==> src/rtl/pipeline_stall_ctrl_pkg.sv <==
// rtl/pipeline_stall_ctrl_pkg.sv - shared stall bus layout, stall codes and sequencer states
// Purpose: one place for the stall vector width, per-stage bit positions,
//          the priority stall codes and the sequencer state encoding.
// Ports:   none (package).
package pipeline_stall_ctrl_pkg;

   localparam int STALL_BUS = 6;

   localparam int STALL_PC  = 0;
   localparam int STALL_IF  = 1;
   localparam int STALL_ID  = 2;
   localparam int STALL_EX  = 3;
   localparam int STALL_MEM = 4;
   localparam int STALL_WB  = 5;

   typedef logic [STALL_BUS-1:0] stall_t;

   // Each code holds the requesting stage and everything upstream of it.
   localparam stall_t STALL_NONE = 6'b000000;
   localparam stall_t STALL_LOAD = 6'b000111;
   localparam stall_t STALL_EXB  = 6'b001111;
   localparam stall_t STALL_MEMB = 6'b011111;
   localparam stall_t STALL_ALL  = 6'b111111;

   typedef enum logic [1:0] {
      RUN      = 2'd0,
      EXC_WAIT = 2'd1,
      FLUSH    = 2'd2
   } state_t;

endpackage

==> src/rtl/pipeline_stall_ctrl_stall_encoder.sv <==
// rtl/pipeline_stall_ctrl_stall_encoder.sv - priority encoder from state and requests to stall vector
// Purpose: purely combinational; maps sequencer state plus the live hazard
//          requests onto the 6-bit per-stage hold vector.
// Ports:   i_state          current sequencer state
//          i_exc_req        exception/eret from MEM
//          i_stall_req_mem  MEM bus wait
//          i_stall_req_ex   EX multi-cycle busy
//          i_load_hazard    either ID operand waits on a load
//          o_stall          per-stage hold vector (bit0 PC .. bit5 WB)
module pipeline_stall_ctrl_stall_encoder
   import pipeline_stall_ctrl_pkg::*;
(
   input  state_t i_state,
   input  logic   i_exc_req,
   input  logic   i_stall_req_mem,
   input  logic   i_stall_req_ex,
   input  logic   i_load_hazard,
   output stall_t o_stall
);

   always_comb begin
      o_stall = STALL_NONE;
      case (i_state)
         RUN: begin
            // Exception freezes WB too so the faulting instruction never commits.
            if (i_exc_req)            o_stall = STALL_ALL;
            else if (i_stall_req_mem) o_stall = STALL_MEMB;
            else if (i_stall_req_ex)  o_stall = STALL_EXB;
            else if (i_load_hazard)   o_stall = STALL_LOAD;
            else                      o_stall = STALL_NONE;
         end
         EXC_WAIT: o_stall = STALL_ALL;
         FLUSH:    o_stall = STALL_NONE;
         default:  o_stall = STALL_NONE;
      endcase
   end

endmodule

==> src/rtl/pipeline_stall_ctrl.sv <==
// rtl/pipeline_stall_ctrl.sv - central stall/flush sequencer for the 5-stage core
// Purpose: combines hazard requests into a per-stage stall vector, sequences
//          exception flushes (deferring them behind a MEM bus wait), and keeps
//          stall performance / EX timeout status.
// Ports:   clk, rst (async, active-low)
//          load_related_1/2  ID load-use hazards
//          stall_req_ex      EX busy
//          stall_req_mem     MEM bus wait
//          exc_req, exc_pc   exception/eret request and redirect target
//          stall             per-stage hold vector (combinational)
//          flush, flush_pc   registered flush pulse and redirect PC
//          stall_cycles      wrapping count of cycles with any stall
//          stall_timeout     sticky EX-stall timeout flag
module pipeline_stall_ctrl
   import pipeline_stall_ctrl_pkg::*;
#(
   parameter int FLUSH_CYCLES  = 1,
   parameter int STALL_TIMEOUT = 1024,
   parameter int CNT_WIDTH     = 32
)(
   input  logic                 clk,
   input  logic                 rst,
   input  logic                 load_related_1,
   input  logic                 load_related_2,
   input  logic                 stall_req_ex,
   input  logic                 stall_req_mem,
   input  logic                 exc_req,
   input  logic [31:0]          exc_pc,
   output logic [STALL_BUS-1:0] stall,
   output logic                 flush,
   output logic [31:0]          flush_pc,
   output logic [CNT_WIDTH-1:0] stall_cycles,
   output logic                 stall_timeout
);

   localparam int               EX_CW      = $clog2(STALL_TIMEOUT + 1);
   localparam logic [EX_CW-1:0] EX_LIMIT   = EX_CW'(STALL_TIMEOUT);
   localparam logic [2:0]       FLUSH_LOAD = 3'(FLUSH_CYCLES);

   state_t           r_state;
   state_t           w_state_nxt;
   logic [2:0]       r_flush_cnt;
   logic [EX_CW-1:0] r_ex_cnt;
   logic [EX_CW-1:0] w_ex_cnt_nxt;
   logic             w_start_flush;
   logic             w_latch_pc;
   stall_t           w_enc_stall;

   pipeline_stall_ctrl_stall_encoder u_enc (
      .i_state         (r_state),
      .i_exc_req       (exc_req),
      .i_stall_req_mem (stall_req_mem),
      .i_stall_req_ex  (stall_req_ex),
      .i_load_hazard   (load_related_1 | load_related_2),
      .o_stall         (w_enc_stall)
   );

   // Reset forces the hold vector low even while requests are still asserted.
   assign stall = rst ? w_enc_stall : STALL_NONE;

   always_comb begin
      w_state_nxt   = r_state;
      w_start_flush = 1'b0;
      w_latch_pc    = 1'b0;
      case (r_state)
         RUN: begin
            if (exc_req) begin
               w_latch_pc = 1'b1;
               if (stall_req_mem) begin
                  w_state_nxt = EXC_WAIT;
               end else begin
                  w_state_nxt   = FLUSH;
                  w_start_flush = 1'b1;
               end
            end
         end
         EXC_WAIT: begin
            // Redirect target was captured on entry; later exceptions are dropped.
            if (!stall_req_mem) begin
               w_state_nxt   = FLUSH;
               w_start_flush = 1'b1;
            end
         end
         FLUSH: begin
            if (r_flush_cnt <= 3'd1) w_state_nxt = RUN;
         end
         default: w_state_nxt = RUN;
      endcase
   end

   // EX counter only advances in RUN, saturates at the limit, clears on release.
   always_comb begin
      w_ex_cnt_nxt = r_ex_cnt;
      if (!stall_req_ex)
         w_ex_cnt_nxt = '0;
      else if (r_state == RUN && r_ex_cnt != EX_LIMIT)
         w_ex_cnt_nxt = r_ex_cnt + EX_CW'(1);
   end

   always_ff @(posedge clk or negedge rst) begin
      if (!rst) begin
         r_state       <= RUN;
         r_flush_cnt   <= '0;
         r_ex_cnt      <= '0;
         flush         <= 1'b0;
         flush_pc      <= '0;
         stall_cycles  <= '0;
         stall_timeout <= 1'b0;
      end else begin
         r_state <= w_state_nxt;
         flush   <= (w_state_nxt == FLUSH);

         if (w_latch_pc) flush_pc <= exc_pc;

         if (w_start_flush)
            r_flush_cnt <= FLUSH_LOAD;
         else if (r_state == FLUSH)
            r_flush_cnt <= r_flush_cnt - 3'd1;

         if (stall != STALL_NONE)
            stall_cycles <= stall_cycles + CNT_WIDTH'(1);

         r_ex_cnt <= w_ex_cnt_nxt;
         if (w_ex_cnt_nxt == EX_LIMIT)
            stall_timeout <= 1'b1;
      end
   end

endmodule

==> config.mk <==
export PLATFORM = sky130hd
export DESIGN_NAME = pipeline_stall_ctrl
export DESIGN_NICKNAME = d
export VERILOG_FILES = /design/src/rtl/pipeline_stall_ctrl_pkg.sv /design/src/rtl/pipeline_stall_ctrl_stall_encoder.sv /design/src/rtl/pipeline_stall_ctrl.sv
export SDC_FILE = /design/constraint.sdc
export NUM_CORES = 1
export LEC_CHECK = 0
export BUFFER_PORTS_ARGS = -buffer_cell sky130_fd_sc_hd__buf_2
export CORE_MARGIN = 4
export CORE_UTILIZATION = 35
export CTS_CLUSTER_DIAMETER = 100
export DETAILED_ROUTE_END_ITERATION = 16
export GPL_TIMING_DRIVEN = 0
export HOLD_SLACK_MARGIN = 0.1
export SKIP_CTS_REPAIR_TIMING = 1
export SLEW_MARGIN = 20
export SYNTH_ARGS = -nofsm -noshare
export SYNTH_HDL_FRONTEND = slang
export SYNTH_SLANG_ARGS = --single-unit
==> constraint.sdc <==
create_clock -name clk -period 2.85 [get_ports clk]
set_clock_uncertainty 0.05 [all_clocks]
set_input_delay 0.1425 -clock clk [delete_from_list [all_inputs] [get_ports clk]]
set_output_delay 0.1425 -clock clk [all_outputs]
set_load 0.005 [all_outputs]
==> Flow_metrics.wiki, run 1 <==
{| class="wikitable"
! Metric !! Value
|-
| Run status || finished, final reports clean
|-
| Crit path capture type || register
|-
| Top-area cell type share of the netlist area || 0.554
|-
| Design area || 0.00504 sq mm
|-
| Total area of multi-input combinational cells || 0.00156 sq mm
|-
| Leading post-synthesis cells by instance count || 82 x sky130_fd_sc_hd__dfrtp_1, 31 x sky130_fd_sc_hd__mux2_2, 31 x sky130_fd_sc_hd__xnor2_1
|-
| Most used standard cell by instance count after synthesis || sky130_fd_sc_hd__dfrtp_1
|-
| CTS Root Cell || sky130_fd_sc_hd__clkbuf_8
|-
| Sequential group share of total power || 0.444
|-
| Initial detailed-routing violation count || 91
|-
| Antenna diode instance count || 0
|-
| Global-route wire length before repair || about 13000 um
|-
| Netlist area before placement || 0.00370 sq mm
|-
| Share of total power in combinational logic || 0.308
|-
| DPL Wire Length || a little under 6000 um
|-
| RSZ-0062 raised after global routing || no
|-
| Worst setup SP type || primary input
|-
| Final-stage net count || 508
|-
| Most used flip-flop cell after synthesis || sky130_fd_sc_hd__dfrtp_1
|-
| Worst-case setup margin in the final layout || between 0.5 and 0.6 ns
|-
| Share of final-layout standard cells stronger than drive strength 1 || 0.367
|-
| Net Sw Power || approximately 0.0011 W
|-
| Number of maximum-capacitance violations || 0
|-
| Final setup TNS || 0 ns
|-
| Routed wirelength normalized by instance count || 13.5 um
|-
| Worst reg2reg path depth || 5
|-
| Global route overflow || 0
|-
| Sum of routed wire length over all layers || a little over 8000 um
|-
| CORE AREA || slightly above 0.01 sq mm
|-
| Number of rows in the core area || 37
|-
| Crit path kind || primary input to register
|-
| Weighted congestion at the end of routability-driven global placement || 0.775
|-
| Pin count of the biggest net entering global routing || 47
|-
| Synth unique cells || 43
|-
| Post-route fraction of the period consumed by the critical path || 0.822
|-
| Hold WC Path Type || primary input to register
|-
| Slowest cell on the critical path || sky130_fd_sc_hd__dlygate4sd3_1
|-
| Dominant cells by area after synthesis || sky130_fd_sc_hd__dfrtp_1 55%, sky130_fd_sc_hd__mux2_2 9.4%, sky130_fd_sc_hd__xnor2_1 7.3%, sky130_fd_sc_hd__xor2_1 2.4%, sky130_fd_sc_hd__nand2_1 2.1%
|-
| Clock latency of the later-clocked register in the worst-skew pair || ~0.34 ns
|-
| Pin slew with the least headroom to its limit || approximately 0.64 ns
|-
| Proportion of register bits with asynchronous set or reset after synthesis || 1.00
|-
| Time the worst path needs with I/O delays and setup || roughly 2.3 ns
|-
| Top Ports || 111
|-
| Sequential cell area || approximately 0.002 sq mm
|-
| Count of unresolved DRC violations after routing || 0
|-
| Sw frac || 0.300
|-
| Worst path arrival time || 2.56 ns
|-
| Synthesis-to-finish area growth || 36.2%
|-
| Crit-path max cell delay || 0.54 ns
|-
| Total placed instance area || 0.00445 sq mm
|-
| Worst supply voltage drop on vdd || around 340 uV
|-
| Buffer depth of the longest clock path || 2
|-
| Vias in the first global route || about 2700
|-
| Fillers || a little over 900
|-
| Required time worst endpoint || just over 3 ns
|-
| Share of the yosys chip area belonging to registers || 0.554
|-
| Maximum frequency from static timing analysis || ~430 MHz
|-
| H-tree depth || 3
|-
| Leakage dissipation || between 2 and 2.5 nW
|-
| Final slew viol count || 0
|-
| Number of warnings reported in the yosys synthesis log || 0
|-
| Setup Slack @ Placement || 0.271 ns
|-
| Synth Register Bits || 82
|-
| Power density over the cells || 754 mW/mm^2
|-
| Mapped Cells || roughly 310
|-
| Die X-Extent || roughly 110 um
|-
| Series of cell instances along the critical path || dlygate4sd3_1 > buf_4 > buf_16 > nor2b_1 > o211ai_2 > nor3_2 > and4_4 > xor2_1
|-
| TritonCTS clock tree || built
|-
| Worst Path Max Fanout || 46
|-
| Per-cell via count in the routed design || about 4.7
|-
| Total nets after synthesis || around 350
|-
| Number of endpoints with negative hold slack in the final report || 0
|-
| Post-Synthesis Mean Instance Area || roughly 12 sq um
|-
| Internal power component || ~0.0027 W
|-
| GRT Util Overall || 0.130
|-
| Buffers on Ports || 110
|-
| Die outline height || between 100 and 150 um
|-
| Final setup vio count || 0
|-
| Clock Sink Count || 82
|-
| Clock transition at the registers of the reported paths || around 0.090 ns
|-
| Remaining number of nets flagged by the antenna check after routing || 0
|-
| Headroom to the max-slew limit || 0.574
|-
| Cells on Worst Hold Path || 3
|-
| Vias after detailed routing || 2828
|-
| Area of the die || approximately 0.012 sq mm
|-
| Dominant cell type by area after synthesis || sky130_fd_sc_hd__dfrtp_1
|-
| Num CTS Buffers || 9
|-
| Number of flops mapped to enable cells by yosys || 0
|-
| Initial core utilization || 0.359
|-
| Detailed-router iteration count before antenna repair || 4
|-
| Number of antenna violations at the first check in global routing || 0
|-
| Clock network fraction of total power || 0.248
|}
## power by group through the flow
stage	Sequential (W)	Clock, W	Combinational [W]
floorplan	0.00171	0	0.000628
global placement	0.00169	0	0.00113
detailed placement	0.00171	0	0.00115
CTS	0.00169	0.000986	0.00115
global route	0.00173	0.00104	0.00130
finish	0.00169	0.000943	0.00117
## cell usage in the layout, fill, tap and decap left out, drive strengths merged, types with 2 or more instances in the layout
| cell | synthesis | routed |
|---|---|---|
| buf | 6 | 118 |
| dfrtp | 82 | 82 |
| dlygate4sd3 | 0 | 34 |
| mux2 | 33 | 33 |
| xnor2 | 31 | 31 |
| nand2 | 21 | 21 |
| clkbuf | 5 | 16 |
| nand3 | 15 | 15 |
| nor2 | 12 | 12 |
| and2 | 12 | 12 |
| nand4 | 10 | 10 |
| xor2 | 10 | 10 |
| inv | 7 | 8 |
| and4 | 6 | 6 |
| nor3 | 6 | 6 |
| nor2b | 5 | 5 |
| ha | 5 | 5 |
| a21oi | 4 | 4 |
| nand2b | 4 | 4 |
| and3 | 4 | 4 |
| o31ai | 3 | 3 |
| nor4b | 3 | 3 |
| o211ai | 3 | 3 |
| or2 | 2 | 2 |
| mux2i | 2 | 2 |
| a31oi | 2 | 2 |
| o21ai | 2 | 2 |
| o311ai | 2 | 2 |
| bufinv | 0 | 2 |
| clkinvlp | 0 | 2 |
| or4 | 2 | 2 |
## kinds of logic (layout without fill, tap and decap cells)
group | count (synthesis) | count (layout) | share of synthesized area
buffers and inverters | 18 | 180 | 0.0233
multiplexers | 35 | 35 | 0.106
flip-flops | 82 | 82 | 0.554
XOR/XNOR | 41 | 41 | 0.0970
adder cells (fa/ha/maj) | 5 | 5 | 0.0169
AND/OR/NAND/NOR | 104 | 104 | 0.160
AO/OA/AOI/OAI | 22 | 22 | 0.0429
## critical path, delay by kind of cell
kind / cells / cell delay (ns)
AND/OR/NAND/NOR: 3 / 1.13
buffers and inverters: 3 / 0.92
AO/OA/AOI/OAI: 1 / 0.20
XOR/XNOR: 1 / 0.14
## per-layer routing
layer | up-vias | GRT usage | wire, um
li1 | 1393 | - | -
met1 | 1346 | 0.174 | 3670
met2 | 78 | 0.205 | 3940
met3 | 11 | 0.0311 | 416
met4 | 0 | 0.0509 | 141
met5 | - | 0 | 0
## registers in the layout, summed over array words and instances, names as in the netlist
register	flops
flush	1
flush_pc	32
r_ex_cnt	11
r_flush_cnt	3
r_state	2
stall_cycles	32
stall_timeout	1
## worst paths after layout
path	startpoint	endpoint	slack, ns
setup / recovery	rst	stall_cycles[18]	0.51
min in group asynchronous	rst	stall_cycles[22]	0.29
hold / removal	stall_req_ex	r_ex_cnt[3]	0.12
max in group asynchronous	rst	r_ex_cnt[1]	2.22
setup reg to reg	stall_cycles[6]	stall_cycles[31]	0.78
hold reg to reg	stall_cycles[31]	stall_cycles[31]	0.42
## area by class of cell
class | instances | share of cell area
Sequential cell | 82 | 0.407
Multi-Input combinational cell | 207 | 0.310
Timing Repair Buffer | 146 | 0.187
Tap cell | 136 | 0.0338
Clock buffer | 11 | 0.0281
Clock inverter | 5 | 0.0171
Buffer | 11 | 0.0119
Inverter | 7 | 0.00521
## metrics by stage
step            util  total power, W  hold slack (ns)  std cells
2_1_floorplan      -         0.00234           -0.203        307
3_3_place_gp   0.428         0.00282            0.313        553
3_5_place_dp   0.431         0.00286           0.0966        554
4_1_cts        0.453         0.00382           -0.288        570
5_1_grt        0.488         0.00408            0.101        605
6_report       0.488         0.00380            0.125        605
No activity file was read; power rests on OpenSTA's default activity.
==> run 2: changes to the inputs <==
Clock period 2.85 ns to 2 ns, I/O delays scaled along.
==> Flow_metrics.wiki, run 2 (synthesis results as in run 1) <==
{| class="wikitable"
! Metric !! Value
|-
| Run status || complete, but fails checks
|-
| Violations in the final reports || negative setup slack
|-
| Clock latency of the later-clocked register in the worst-skew pair || 0.34 ns (about the same)
|-
| Worst reg2reg path depth || 8 (+3)
|-
| Pin slew with the least headroom to its limit || 0.446 ns (-0.190 ns)
|-
| Sum of routed wire length over all layers || 8660 um (+5.9%)
|-
| Required time worst endpoint || 1.85 ns (-1.22 ns)
|-
| Count of unresolved DRC violations after routing || 0 (unchanged)
|-
| Number of rows in the core area || 37 (unchanged)
|-
| GR met1 Demand/Resource || 0.174 (unchanged)
|-
| GRT Util Overall || 0.130 (unchanged)
|-
| Power density over the cells || 1050 mW/mm^2 (+39%)
|-
| Time the worst path needs with I/O delays and setup || roughly 2.0 ns
|-
| Global route overflow || 0 (unchanged)
|-
| Net Sw Power || 0.00168 W (+48%)
|-
| Top flop regs || flush_pc x32, stall_cycles x32, r_ex_cnt x11
|-
| Global-route wire length before repair || 13400 um (unchanged)
|-
| Buffer depth of the longest clock path || 2 (unchanged)
|-
| Pin count of the biggest net entering global routing || 47 (unchanged)
|-
| Worst supply voltage drop on vdd || 479 uV (+43%)
|-
| Start point of the critical path || r_state[0]
|-
| Detailed-router iteration count before antenna repair || 4 (unchanged)
|-
| Hold WC Path Type || primary input to register
|-
| Antenna diode instance count || 0 (unchanged)
|-
| Final setup vio count || 2 (+2)
|-
| Number of antenna violations at the first check in global routing || 0 (unchanged)
|-
| Worst setup SP type || register
|-
| H-tree depth || 3 (unchanged)
|-
| Num CTS Buffers || 9 (unchanged)
|-
| RSZ-0062 raised after global routing || yes
|-
| Met3 track demand over resource in global routing || 0.0311 (unchanged)
|-
| Clock network fraction of total power || 0.242 (-0.006)
|-
| Most common library cell in the layout ignoring fill and taps || sky130_fd_sc_hd__buf_2
|-
| Most crowded layer after global routing || met2
|-
| Endpoint of the most critical setup path || stall[2]
|-
| Leakage dissipation || 2.53 nW (+5.9%)
|-
| Number of maximum-capacitance violations || 0 (unchanged)
|-
| Worst path arrival time || 1.86 ns (-0.70 ns)
|-
| Die outline height || 111 um (unchanged)
|-
| Fillers || 876 (-4.8%)
|-
| Cells on Worst Hold Path || 4 (+1)
|-
| Launch point of the worst reg-to-reg path || r_state[0]
|-
| Die X-Extent || 111 um (unchanged)
|-
| Cell count after placement || 554 (unchanged)
|-
| DPL Wire Length || 5780 um (unchanged)
|-
| Clock Sink Count || 82 (unchanged)
|-
| Final slew viol count || 0 (unchanged)
|-
| Weighted congestion at the end of routability-driven global placement || 0.775 (unchanged)
|-
| Sequential cell area || 0.00205 sq mm (about the same)
|-
| Met2 track demand over resource in global routing || 0.205 (unchanged)
|-
| Layout Cells excl Fill || 616 (+1.8%)
|-
| Capturing point of the worst reg2reg path || stall_cycles[25]
|-
| Final setup TNS || -0.0173 ns (-0.0173 ns)
|-
| Startpoint of the most critical hold path || stall_req_mem
|-
| Internal power component || 0.00389 W (+46%)
|-
| Total area of multi-input combinational cells || 0.00166 sq mm (+6.3%)
|-
| Initial core utilization || 0.359 (unchanged)
|-
| Worst-case setup margin in the final layout || -0.00965 ns (-0.516 ns)
|-
| Maximum frequency from static timing analysis || ~500 MHz
|-
| Sequential group share of total power || 0.433 (-0.011)
|-
| Vias in the first global route || 2728 (unchanged)
|-
| Sw frac || 0.302 (+0.00210)
|-
| Worst Path Max Fanout || 6 (-87%)
|-
| TritonCTS clock tree || built
|-
| Vias after detailed routing || 2919 (+3.2%)
|-
| Synthesis-to-finish area growth || 43.8%
|-
| Area of the die || 0.0123 sq mm (unchanged)
|-
| CORE AREA || 0.0103 sq mm (unchanged)
|-
| Share of total power in combinational logic || 0.326 (+0.018)
|-
| Initial detailed-routing violation count || 79 (-13%)
|-
| Crit path capture type || output port
|-
| Clock transition at the registers of the reported paths || 0.08 ns (about the same)
|-
| CTS Root Cell || sky130_fd_sc_hd__clkbuf_8
|-
| Top Ports || 111 (unchanged)
|-
| Crit path kind || register to output port
|-
| Share of final-layout standard cells stronger than drive strength 1 || 0.402 (+0.0353)
|-
| Post-route fraction of the period consumed by the critical path || 1.00
|-
| Remaining number of nets flagged by the antenna check after routing || 0 (unchanged)
|-
| Headroom to the max-slew limit || 0.702 (+0.128)
|-
| Reg-to-reg slack, setup || 0.04 ns (-0.74 ns)
|-
| Number of endpoints with negative hold slack in the final report || 0 (unchanged)
|-
| Most used cells in the layout excluding fill and tap cells || 107 x sky130_fd_sc_hd__buf_2, 81 x sky130_fd_sc_hd__dfrtp_1, 36 x sky130_fd_sc_hd__dlygate4sd3_1
|-
| Routed wirelength normalized by instance count || 14.1 um (+4.0%)
|-
| Final-stage net count || 519 (+2.2%)
|-
| Per-cell via count in the routed design || 4.74 (+1.4%)
|-
| Buffers on Ports || 110 (unchanged)
|}
run 2: changes by cell type in the layout (fill, tap and decap cells not counted), moves of 2 or more:
cell / change
sky130_fd_sc_hd__buf_6: +6
sky130_fd_sc_hd__buf_4: +3
sky130_fd_sc_hd__buf_2: -5
sky130_fd_sc_hd__nor4b_1: -3
sky130_fd_sc_hd__clkbuf_1: -2
sky130_fd_sc_hd__nor3_4: +3
sky130_fd_sc_hd__clkbuf_4: +3
sky130_fd_sc_hd__dlygate4sd3_1: +2
sky130_fd_sc_hd__nor4b_2: +2
sky130_fd_sc_hd__buf_16: +3
run 2: worst max-delay path: stages (launching register included):
cell,delay (ns)
sky130_fd_sc_hd__dfrtp_1,0.38
sky130_fd_sc_hd__buf_6,0.12
sky130_fd_sc_hd__or4_4,0.56
sky130_fd_sc_hd__o21a_4,0.25
sky130_fd_sc_hd__buf_6,0.12
sky130_fd_sc_hd__buf_6,0.10
run 2: worst min path at each step:
stage	end	slack, ns
2_1_floorplan	flush	-0.25
3_3_place_gp	flush_pc[6]	0.27
3_5_place_dp	stall_cycles[22]	0.05
4_1_cts	stall_cycles[22]	-0.33
5_1_grt	r_flush_cnt[0]	0.12
6_report	r_flush_cnt[0]	0.12
run 2: layout make-up:
type / count / share of cell area
flip-flops and latches: 82 / 0.386
plain buffers: 9 / 0.0127
well taps: 136 / 0.0320
clock buffers: 11 / 0.0266
clock inverters: 5 / 0.0162
repair buffers: 158 / 0.210
multi-input cells: 208 / 0.312
inverters: 7 / 0.00494
run 2: per-layer routing:
layer	part of all wire	vias up
li1	-	1409
met1	0.45	1418
met2	0.48	81
met3	0.051	11
met4	0.017	0
met5	0	-
run 2: power by group through the flow:
stage | sequential (W) | combinational (W) | clock, W
after CTS | 0.00241 | 0.00163 | 0.00140
after global routing | 0.00247 | 0.00201 | 0.00149
after floorplan | 0.00244 | 0.000894 | 0
after global placement | 0.00241 | 0.00160 | 0
final | 0.00241 | 0.00181 | 0.00135
after detailed placement | 0.00244 | 0.00163 | 0
run 2: per-stage QoR:
step | setup slack [ns] | power, W | cell area (sq um) | hold WS (ns) | util
floorplan | 0.0991 | 0.00333 | 3700 | -0.246 | -
global placement | -1.27 | 0.00402 | 4420 | 0.270 | 0.428
detailed placement | -0.536 | 0.00407 | 4450 | 0.0541 | 0.431
CTS | -0.172 | 0.00545 | 4680 | -0.331 | 0.453
global route | -0.0783 | 0.00597 | 5320 | 0.124 | 0.516
finish | -0.00965 | 0.00557 | 5320 | 0.123 | 0.516
